<file path="src/rtl/alu_serial_ctrl.sv">
// rtl/alu_serial_ctrl.sv - bit-serial sequencer driving one external single-bit ALU slice
// Operands go out LSB-first over WIDTH cycles; the slice carry recirculates through carry_r.
module alu_serial_ctrl #(
  parameter int WIDTH = 8
) (
  input  logic             clk,
  input  logic             rst,
  input  logic             start,
  input  logic [1:0]       op,
  input  logic [WIDTH-1:0] a_in,
  input  logic [WIDTH-1:0] b_in,
  output logic             busy,
  output logic             done,
  output logic [WIDTH-1:0] result,
  output logic             carry_out,
  output logic             overflow,
  output logic             zero,
  output logic             alu_a,
  output logic             alu_b,
  output logic             alu_cin,
  output logic             alu_invertb,
  output logic [1:0]       alu_select,
  input  logic             alu_out,
  input  logic             alu_cout
);

  localparam logic [1:0] S_IDLE = 2'd0;
  localparam logic [1:0] S_RUN  = 2'd1;
  localparam logic [1:0] S_DONE = 2'd2;

  localparam int CW = (WIDTH > 2) ? $clog2(WIDTH) : 1;

  logic [1:0]       state;
  logic [1:0]       op_r;
  logic [WIDTH-1:0] a_sh;
  logic [WIDTH-1:0] b_sh;
  logic [WIDTH-1:0] res_sh;
  logic [CW-1:0]    cnt;
  logic             carry_r;

  logic [WIDTH-1:0] res_next;
  logic             last_bit;
  logic             logic_op;
  logic             running;

  assign running  = (state == S_RUN);
  assign res_next = {alu_out, res_sh[WIDTH-1:1]};
  assign last_bit = (cnt == CW'(WIDTH - 1));
  assign logic_op = ~op_r[1];

  assign busy        = running;
  assign done        = (state == S_DONE);
  assign alu_a       = running & a_sh[0];
  assign alu_b       = running & b_sh[0];
  assign alu_cin     = running & carry_r;
  assign alu_select  = op_r;
  assign alu_invertb = (op_r == 2'b11);

  always_ff @(posedge clk) begin
    if (rst) begin
      state     <= S_IDLE;
      op_r      <= 2'b00;
      a_sh      <= '0;
      b_sh      <= '0;
      res_sh    <= '0;
      cnt       <= '0;
      carry_r   <= 1'b0;
      result    <= '0;
      carry_out <= 1'b0;
      overflow  <= 1'b0;
      zero      <= 1'b0;
    end else begin
      case (state)
        S_IDLE, S_DONE: begin
          if (start) begin
            state   <= S_RUN;
            op_r    <= op;
            a_sh    <= a_in;
            b_sh    <= b_in;
            res_sh  <= '0;
            cnt     <= '0;
            carry_r <= (op == 2'b11);
          end else begin
            state <= S_IDLE;
          end
        end
        S_RUN: begin
          a_sh    <= a_sh >> 1;
          b_sh    <= b_sh >> 1;
          res_sh  <= res_next;
          carry_r <= alu_cout;
          cnt     <= cnt + 1'b1;
          // carry_r still holds the carry into the MSB here; alu_cout is the carry out of it
          if (last_bit) begin
            state     <= S_DONE;
            result    <= res_next;
            carry_out <= alu_cout & ~logic_op;
            overflow  <= (carry_r ^ alu_cout) & ~logic_op;
            zero      <= (res_next == '0);
          end
        end
        default: state <= S_IDLE;
      endcase
    end
  end

endmodule
</file>
<file path="config.mk">
export PLATFORM = sky130hd
export DESIGN_NAME = alu_serial_ctrl
export DESIGN_NICKNAME = d
export VERILOG_FILES = /design/src/rtl/alu_serial_ctrl.sv
export SDC_FILE = /design/constraint.sdc
export NUM_CORES = 1
export LEC_CHECK = 0
export ABC_AREA = 1
export BUFFER_PORTS_ARGS = -buffer_cell sky130_fd_sc_hd__clkbuf_2
export CORE_MARGIN = 1.5
export CORE_UTILIZATION = 57
export CTS_CLUSTER_SIZE = 20
export DETAILED_ROUTE_END_ITERATION = 12
export PLACE_DENSITY = 0.86
export RECOVER_POWER = 25
export SYNTH_ARGS = -nofsm -noshare
export SYNTH_HDL_FRONTEND = slang
export SYNTH_SLANG_ARGS = --single-unit
export TNS_END_PERCENT = 1
</file>
<file path="constraint.sdc">
create_clock -name clk -period 2.4 [get_ports clk]
set_clock_uncertainty 0.1 [all_clocks]
set_input_delay 0.24 -clock clk [delete_from_list [all_inputs] [get_ports clk]]
set_output_delay 0.24 -clock clk [all_outputs]
set_load 0.05 [all_outputs]
</file>
==> metrics.txt <==
fraction of registers with async set/reset 0%; Critical Path Slowest Stage Cell clkbuf_1; CP bufs+invs 3; Post-Synthesis Cells 283; hpwl dp 2540 um; initial core utilization 60.3%; vias in the first global route 1,469; Slew Limit Headroom 34.8%; M2 GR Usage 37.4%; core area 3080 um2; Worst setup EP type flop; CP max stage delay 0.76 ns; Remaining DRCs 0; DR WL/cell 10.1 um; CP arrival 2.10 ns; clock sinks 42; CTS tree done; Crit path top cell by count nand2_1; Slew Viols, Final 0; busiest grt layer met2; FF+latch count, synth 42; outcome complete, no violations; Clock Latency Late Sink 0.36 ns; Filler cells 265; initial antenna violation count 0; cell area after synthesis 1860 um2; startpoint class of the critical path flop; Top Family by Delay on Critical Path buffers and inverters; P per Cell Area 635 nW/um2; number of H-tree levels 2; Tightest Hold Check Type in -> reg; Clock Tree Root clkbuf_4; number of flops mapped to enable cells by yosys 0; routability congestion estimate 0.823; Final Cycle Share 80.7%; cell taking the most area after synthesis dfxtp_1; Clock Pin Slew Worst Setup and Hold Paths 0.12 ns; Int Power 1.03 mW; initial DRC count 165; grt met1 use 27.3%; Ys Warns 0; first-pass GRT wire length 6080 um; first drt pass iteration count 4; Syn Area/Cell 6.56 um2; Die H 60.1 um; P_leak 1.17 nW; DR vias 1,776; Total Routing Usage GR 23.0%; Area Growth Syn to Fin 21.2%; Synth Flop Type dfxtp_1; Max Cap Viol 0; antenna violation net count after detailed routing 0; Synth top area share 45.3%; Setup TNS Final 0 ns; total count of hold-check failures in the final report 0; crit path cell chain inv_1 -> nor2_1 -> clkbuf_1 -> nand2_1 -> nand2_1 -> inv_1 -> nand2_1 -> nor2_1; Netlist cell types 18; Worst Max-Slew Pin Slew 0.979 ns; die footprint 3610 um2; unrepaired setup endpoints after global routing false; Net Count, Synth 308; IO Count 42; top-count cell post-synth nand2_1; Clock Tree Buf Depth 2; kind of critical path reg -> reg; global route overflow 0; Post-Route WL 3820 um; f_max 0.516 GHz; Min Clock Period, post-route 1.94 ns; Crit Path Max Fanout 24; Post-Place Cell Area 2080 um2; top post-synthesis cells by area dfxtp_1 45%, nand2_1 21%, inv_1 7.5%; post-CTS setup buffers 0; sw frac 27.8%; # rows 20; post-route cell area 2250 um2; largest net degree at the start of global routing 26; critical path required time 2.56 ns; Final nets 359; vias per inst 4.69; commonest cells in the netlist 103 x nand2_1, 42 x dfxtp_1, 37 x inv_1, 31 x nor2_1, 17 x a21oi_1; Seq pwr share 52.4%; antenna diode count 0; Seq/Total Area, Yosys 45.3%; final setup violating endpoints 0; TritonCTS Buffers 5; VDD IR max 389 uV; Comb power frac 16.2%; clock group share of total power 31.4%; met3 usage 8.66%; layout cells sized above 1 13.7%; Switch Pwr 398 uW; die width 60.1 um; Buffers on Ports 41
## metrics by stage
stage	cells	hold slack, ns	setup WS [ns]	power [mW]	utilization (%)
finish	379	0.0134	0.462	1.43	73.1
floorplan	283	0.209	0.951	0.930	-
global route	379	0.00627	0.261	1.50	73.1
global placement	359	0.353	0.851	0.978	67.6
CTS	379	0.000731	0.577	1.44	74.0
detailed placement	359	0.361	0.799	0.983	67.6
## registers in the layout, indices dropped and copies added (netlist names)
register	flops
a_sh	8
alu_select	2
b_sh	8
carry_out	1
carry_r	1
cnt	3
overflow	1
res_sh	7
result	8
state	2
zero	1
## worst min-delay path, stage by stage
cell,delay [ns]
clkbuf_2,0.08
nand2_1,0.05
a21oi_1,0.06
## worst paths after layout
check	start	end	slack (ns)	cells past startpoint
max	state[0]	b_sh[3]	0.46	8
min	b_in[7]	b_sh[7]	0.01	3
max reg2reg	state[0]	b_sh[3]	0.46	8
min reg2reg	b_sh[7]	b_sh[7]	0.37	2
## cell type report
class	count	area, um2	share of cell area (%)
Clock buffer	5	37.5	1.67
Clock inverter	3	40.0	1.78
Inverter	41	154	6.84
Multi-Input combinational cell	187	787	35.0
Sequential cell	42	841	37.4
Tap cell	44	55.1	2.45
Timing Repair Buffer	57	335	14.9
## layer usage
metal / routed length [um] / up-vias
met1: 1780 / 770
met2: 1810 / 46
met3: 191 / 5
met4: 45 / 0
met5: 0 / -
li1: - / 955
## repair_timing
| action | in CTS | in global routing |
|---|---|---|
| gates resized for setup | 0 | 0 |
| endpoints found under the hold margin | 12 | 0 |
| hold buffers | 12 | 0 |
## power groups by stage
| stage | sequential (mW) | clock [mW] | combinational, mW |
|---|---|---|---|
| after floorplan | 0.771 | 0 | 0.159 |
| after global placement | 0.763 | 0 | 0.215 |
| after detailed placement | 0.764 | 0 | 0.219 |
| after CTS | 0.749 | 0.458 | 0.236 |
| after global routing | 0.752 | 0.487 | 0.264 |
| final | 0.749 | 0.449 | 0.232 |
## placed cells by master, fill, tap and decap left out
cell / Yosys / routed
nand3_1: 9 / 9
nor3_1: 14 / 14
clkbuf_1: 1 / 12
buf_4: 2 / 2
o21ai_0: 6 / 6
clkbuf_4: 0 / 5
or2_2: 1 / 1
dfxtp_1: 42 / 42
dlygate4sd3_1: 0 / 12
nand2_2: 1 / 1
nor2_1: 31 / 32
a21oi_1: 17 / 17
ha_1: 2 / 2
clkinv_2: 0 / 2
nand4_1: 2 / 2
nand2_1: 103 / 103
clkbuf_2: 0 / 31
inv_2: 4 / 3
bufinv_16: 0 / 1
inv_1: 37 / 38
## cell families after synthesis
group	after synthesis	share of synthesized area (%)
AND/OR/NAND/NOR	162	35.2
buffers and inverters	54	11.9
flip-flops	42	45.3
AO/OA/AOI/OAI	23	6.20
adder cells (fa/ha/maj)	2	1.35
(Power assumes the default switching activity.)
